[src/rtl/bitop_pipe_pkg.sv]
// rtl/bitop_pipe_pkg.sv - shared mode encoding for the bitop pipeline
package bitop_pipe_pkg;

  localparam int MODE_W = 2;

  typedef enum logic [MODE_W-1:0] {
    MODE_PASS = 2'd0,
    MODE_INV  = 2'd1,
    MODE_XOR  = 2'd2,
    MODE_XNOR = 2'd3
  } mode_e;

endpackage

[src/rtl/bitop_stage.sv]
// rtl/bitop_stage.sv - one valid/ready register slice of the bitop pipeline
module bitop_stage #(
  parameter int WIDTH = 8
) (
  input  logic             i_clk,
  input  logic             i_rst_n,
  input  logic [WIDTH-1:0] i_d,
  input  logic             i_valid,
  input  logic             i_ready,
  output logic             o_ready,
  output logic [WIDTH-1:0] o_q,
  output logic             o_valid
);

  // Slot may load when empty or when its word leaves this same edge.
  assign o_ready = ~o_valid | i_ready;

  always_ff @(posedge i_clk or negedge i_rst_n) begin
    if (!i_rst_n) begin
      o_q     <= '0;
      o_valid <= 1'b0;
    end else if (o_ready) begin
      o_valid <= i_valid;
      if (i_valid) begin
        o_q <= i_d;
      end
    end
  end

endmodule

[src/rtl/bitop_pipe.sv]
// rtl/bitop_pipe.sv - pipelined per-word pass/invert/xor/xnor with output counter
module bitop_pipe
  import bitop_pipe_pkg::*;
#(
  parameter int WIDTH   = 8,
  parameter int STAGES  = 2,
  parameter int COUNT_W = 16
) (
  input  logic               i_clk,
  input  logic               i_rst_n,
  input  logic [WIDTH-1:0]   i_x,
  input  logic [MODE_W-1:0]  i_mode,
  input  logic               i_valid,
  output logic               o_ready,
  input  logic [WIDTH-1:0]   i_mask,
  input  logic               i_mask_we,
  output logic [WIDTH-1:0]   o_y,
  output logic               o_valid,
  input  logic               i_ready,
  output logic [COUNT_W-1:0] o_count
);

  logic [WIDTH-1:0]              mask;
  logic [WIDTH-1:0]              op_y;
  logic [STAGES:0][WIDTH-1:0]    sd;
  logic [STAGES:0]               sv;
  logic [STAGES:0]               sr;

  // Uses the mask value before any write landing on the acceptance edge.
  always_comb begin
    op_y = i_x;
    case (i_mode)
      MODE_PASS: op_y = i_x;
      MODE_INV:  op_y = ~i_x;
      MODE_XOR:  op_y = i_x ^ mask;
      MODE_XNOR: op_y = ~(i_x ^ mask);
      default:   op_y = i_x;
    endcase
  end

  assign sd[0]      = op_y;
  assign sv[0]      = i_valid;
  assign sr[STAGES] = i_ready;
  assign o_ready    = sr[0];
  assign o_y        = sd[STAGES];
  assign o_valid    = sv[STAGES];

  for (genvar g = 0; g < STAGES; g++) begin : g_stage
    bitop_stage #(.WIDTH(WIDTH)) u_stage (
      .i_clk   (i_clk),
      .i_rst_n (i_rst_n),
      .i_d     (sd[g]),
      .i_valid (sv[g]),
      .i_ready (sr[g+1]),
      .o_ready (sr[g]),
      .o_q     (sd[g+1]),
      .o_valid (sv[g+1])
    );
  end

  always_ff @(posedge i_clk or negedge i_rst_n) begin
    if (!i_rst_n) begin
      mask <= '0;
    end else if (i_mask_we) begin
      mask <= i_mask;
    end
  end

  always_ff @(posedge i_clk or negedge i_rst_n) begin
    if (!i_rst_n) begin
      o_count <= '0;
    end else if (o_valid && i_ready) begin
      o_count <= o_count + 1'b1;
    end
  end

endmodule

[config.mk]
export PLATFORM = sky130hd
export DESIGN_NAME = bitop_pipe
export DESIGN_NICKNAME = d
export VERILOG_FILES = /design/src/rtl/bitop_pipe_pkg.sv /design/src/rtl/bitop_stage.sv /design/src/rtl/bitop_pipe.sv
export SDC_FILE = /design/constraint.sdc
export NUM_CORES = 1
export LEC_CHECK = 0
export BUFFER_PORTS_ARGS = -buffer_cell sky130_fd_sc_hd__clkbuf_2
export CORE_ASPECT_RATIO = 0.75
export CORE_MARGIN = 4
export CORE_UTILIZATION = 55
export CTS_CLUSTER_SIZE = 16
export DETAILED_ROUTE_END_ITERATION = 16
export GPL_TIMING_DRIVEN = 1
export PLACE_DENSITY = 0.88
export SLEW_MARGIN = 20
export SYNTH_ARGS = -nofsm -noshare
export SYNTH_HDL_FRONTEND = slang
export SYNTH_SLANG_ARGS = --single-unit
export TNS_END_PERCENT = 30
[constraint.sdc]
create_clock -name i_clk -period 4.5 [get_ports i_clk]
set_clock_uncertainty 0.05 [all_clocks]
set_input_delay 0.675 -clock i_clk [delete_from_list [all_inputs] [get_ports i_clk]]
set_output_delay 0.675 -clock i_clk [all_outputs]
set_load 0.03 [all_outputs]
# Yosys cells after proc, flatten, opt, wreduce, memory -nomap -nowiden
# Cells that the tools add are included.
dict set report op_classes {
  add_sub_neg 1
  eq_ne 3
  n_mux 1
  bitwise_logic 7
  reduce_logical 4
}
# operator n
set op_table {}
lappend op_table {{one-hot mux 8 bit (4 select lines)} 1}
lappend op_table {{adder 16 x 1 -> 16 bit (second input constant)} 1}
lappend op_table {{inverter 8 bit} 2}
lappend op_table {{bitwise XOR 8 bit} 1}
lappend op_table {{== test 2 bit (second input constant)} 2}
lappend op_table {{AND reduction 2 bit} 2}
lappend op_table {{== test 2 x 1 -> 1 bit (second input constant)} 1}
lappend op_table {{logical NOT 2 bit} 1}
lappend op_table {{inverter 1 bit} 2}
lappend op_table {{bitwise OR 1 bit} 2}
lappend op_table {{logical AND 1 bit} 1}
dict set report totals {
  regBits 42
  inputBits 23
  out_inout_bits 26
  wordCells 22
}

# Depth between registers and ports, before layout
dict set report logic_depth {
  ltp_word 4
  mapped_depth 5
  mapped_depth_nobuf 5
}

# By module
# From an unflattened synthesis, not the netlist that was laid out.
dict set report unflattened {
  cells_unflattened 144
  hier_area_um2 1945.6
}
# module n_inst cells_each area_per_inst_um2 seq_area_each_um2
set by_module_without_submodules {}
lappend by_module_without_submodules {bitop_pipe 1 104 1174.9 600.6}
lappend by_module_without_submodules {bitop_stage 2 20 385.4 225.2}

# Worst setup path before layout
# Ideal clock, no wire load.
dict set report synth_timing {
  kind {input port to flip-flop}
  from {input i_ready}
  to {register g_stage[0].u_stage.o_q[5]}
  setup_time_ps 128
  arrival_ps 1576
  required_time_ps 4322
  path_slack_ps 2746
  cell_stages 4
  path_buffers 1
  path_cell_list {nand3b_1 > nand2_1 > buf_2 > o21ai_0}
}
dict set report synth_between {
  elab_chain_cells 3
}
# item line_no
set synth_rtl {}
lappend synth_rtl {{from (decl)} bitop_pipe.sv:19} ;# input logic i_ready,
lappend synth_rtl {{bitwise OR 1 bit (2 in a row)} bitop_stage.sv:16} ;# assign o_ready = ~o_valid | i_ready;
lappend synth_rtl {{AND reduction 2 bit (no line)} -}
lappend synth_rtl {{to (signal assigned)} bitop_stage.sv:25} ;# o_q <= i_d;
lappend synth_rtl {{to (decl)} bitop_stage.sv:11} ;# output logic [WIDTH-1:0] o_q,
# No other way between the ends.
# A chain may end at the register's enable or synchronous reset.

# Final worst setup path
dict set report layout_timing {
  from {input i_ready}
  to {output o_ready}
}
dict set report layout_between {
  elab_chain_cells 2
}
# item line_no
set layout_rtl {}
lappend layout_rtl {{bitwise OR 1 bit (2 in a row)} bitop_stage.sv:16}
lappend layout_rtl {{to (decl)} bitop_pipe.sv:14} ;# output logic o_ready,
# No other way between the ends.

==> flow_metrics.env <==
export IMPL_outcome="complete, no violations"
export IMPL_netlist_instances=150
export IMPL_ys_ff_latch=42
export IMPL_syn_area_mm2=0.00185
export IMPL_rows=17
export IMPL_die_h_um=58.3
export IMPL_dp_hpwl_um=2710
export IMPL_rsz0062_at_grt="no"
export IMPL_drv_slew=0
export IMPL_grt_start_max_net_pins=43
export IMPL_wl_per_cell_um=14.4
export IMPL_synth_nets=174
export IMPL_drt_total_wl_um=3470
export IMPL_ctsHoldBuffers=0
export IMPL_synth_xor_area_share_pct=14.7
export IMPL_fmax_mhz=524
export IMPL_power_density_mw_per_mm2=498
export IMPL_fin_util_pct=72.4
export IMPL_cts_resized=0
export IMPL_yosys_area_share_adder_pct=0.675
export IMPL_synth_seq_area_share_pct=56.7
export IMPL_h_tree_depth=2
export IMPL_p_leak_nw=1.09
export IMPL_fill_cells=216
export IMPL_synth_simple_area_share_pct=14.3
export IMPL_area_growth_pct=20.5
export IMPL_max_cap_violations=0
export IMPL_worstSetupPathType="in2out"
export IMPL_cpMaxStageDelayCell="clkbuf_2"
export IMPL_met2_length_um=1760
export IMPL_crit_chain="clkbuf_2 -> nand3b_1 -> clkbuf_2"
export IMPL_grt_pass1_wl_um=5820
export IMPL_numClockSinks=42
export IMPL_tritoncts="built"
export IMPL_hold_path_class="reg2reg"
export IMPL_final_instance_count_excl_fill=240
export IMPL_worst_setup_path_start_kind="input port"
export IMPL_crit_fanout=5
export IMPL_vias=1222
export IMPL_yosysWarnings=0
export IMPL_synth_cell_types=22
export IMPL_max_clock_path_buffers=2
export IMPL_timing_hold_ws_ns=0.429
export IMPL_hold_viol=0
export IMPL_antennaDiodeCount=0
export IMPL_p_total_mw=1.11
export IMPL_drcViolationCount=0
export IMPL_via_per_inst=5.09
export IMPL_peakVddDrop_mv=0.299
export IMPL_io_pins=49
export IMPL_first_pass_iters=5
export IMPL_place_inst=232
export IMPL_post_cts_buffers=0
export IMPL_grt_usage_pct=17.8
export IMPL_initial_core_util_pct=60.1
export IMPL_clk_latency_ns=0.29
export IMPL_final_layout_size_suffix_gt1_share_pct=38.1
export IMPL_synth_compound_area_share_pct=2.16
export IMPL_first_global_vias=1248
export IMPL_postSynthAreaPerCell_um2=12.4
export IMPL_clk_pin_slew_ns=0.08
export IMPL_antenna_found_initial=0
export IMPL_met1Wirelength_um=1520
export IMPL_required_ns=3.77
export IMPL_muxShareOfSynthArea_pct=10.3
export IMPL_wl_met3_um=137
export IMPL_max_stage_delay_ns=0.21
export IMPL_place_congestion=0.823
export IMPL_grt_ovfl_total=0
export IMPL_final_setup_viol_count=0
export IMPL_relSlewSlack_pct=41.1
export IMPL_first_iter_violations=92
export IMPL_top_layer="met4"
export IMPL_finalCritPeriodShare_pct=42.4
export IMPL_cts_made_buffers=5
export IMPL_dieArea_mm2=0.00437
export IMPL_endpoint_kind="output pin"
export IMPL_synth_top_family_by_area="XOR/XNOR gates"
export IMPL_arrival_ns=1.18
export IMPL_ant_nets=0
export IMPL_core_mm2=0.00308
export IMPL_period_needed_ns=1.91
export IMPL_root_buffer="clkbuf_8"
export IMPL_final_nets=225
export IMPL_fin_tns_setup_ns=0
export IMPL_fp_dieW_um=75.0
export IMPL_worstMarginPinSlew_ns=0.884
export IMPL_crit_top_cell="clkbuf_2"
export IMPL_place_port_buffers=48
[placed cells by master, fill, tap and decap left out, drive strengths merged, types with 2 or more instances in the layout]
cell    netlist  routed
nor4          2       2
dfrtp        42      42
nor2          3       3
mux2         17      17
clkbuf        1      53
o21ai         8       8
nand2        25      25
and4          2       2
nand3         4       4
nand4         4       4
xor2          4       4
nand2b        3       3
xnor2        27      27
[metal layers]
metal,up-vias,GRT usage [%]
li1,602,-
met1,593,22.7
met2,22,28.5
met3,5,4.33
met4,0,8.38
met5,-,0
[synth_stat cells]
cell | n | area (µm²)
and2_1 | 1 | 6.26
and4_1 | 1 | 8.76
and4_2 | 1 | 10.0
buf_1 | 1 | 3.75
buf_2 | 2 | 10.0
clkbuf_1 | 1 | 3.75
dfrtp_1 | 42 | 1050
ha_1 | 1 | 12.5
inv_1 | 1 | 3.75
mux2_2 | 17 | 191
nand2_1 | 25 | 93.8
nand2b_1 | 3 | 18.8
nand3_1 | 4 | 20.0
nand3b_1 | 1 | 7.51
nand4_1 | 3 | 18.8
nand4_4 | 1 | 21.3
nor2_1 | 3 | 11.3
nor4_4 | 2 | 42.5
o21ai_0 | 8 | 40.0
or2_2 | 1 | 6.26
xnor2_1 | 27 | 236
xor2_1 | 4 | 35.0
[state kept, by name, summed over array words and instances (netlist names)]
signal	count
g_stage.u_stage.o_q	16
o_count	16
mask	8
g_stage.u_stage.o_valid	2
[report_power, final]
part           switching (mW)  internal (mW)
registers              0.0684          0.451
clock network           0.123          0.165
logic                   0.193          0.113
[worst max-delay path: cells and delay by family]
family	cells	cell delay, ns
buffers and inverters	2	0.32
and+or+nand+nor	1	0.19
[cell type report]
class	count	area [µm²]	area share (%)
Timing Repair Buffer	48	240	10.8
Clock inverter	2	37.5	1.68
Inverter	1	3.75	0.168
Sequential cell	42	1050	47.1
Clock buffer	6	72.6	3.25
Tap cell	38	47.5	2.13
Multi-Input combinational cell	103	781	35.0
[worst paths after layout]
check / startpoint / to / slack [ns] / cells past startpoint
worst min register to register: g_stage[0].u_stage.o_q[0] / g_stage[0].u_stage.o_q[0] / 0.43 / 2
worst min-delay path: g_stage[0].u_stage.o_q[0] / g_stage[0].u_stage.o_q[0] / 0.43 / 2
worst max-delay path: i_ready / o_ready / 2.59 / 3
worst max register to register: o_count[0] / o_count[12] / 2.92 / 5
max in group asynchronous: i_rst_n / mask[1] / 3.39 / 1
min in group asynchronous: i_rst_n / o_count[11] / 0.45 / 1
[cell families after synthesis]
group,count (synthesis)
AND/OR/NAND/NOR,46
flip-flops,42
XOR/XNOR,31
multiplexers,17
AO/OA/AOI/OAI,8
buffers and inverters,5
adder cells (fa/ha/maj),1
[per-stage QoR]
step / cell area, µm² / setup slack, ns
2_1_floorplan: 1850 / 2.75
3_3_place_gp: 2120 / 2.61
3_5_place_dp: 2120 / 2.59
4_1_cts: 2230 / 2.59
5_1_grt: 2230 / 2.54
6_report: 2230 / 2.59
Power figures use the tool's default switching activity.
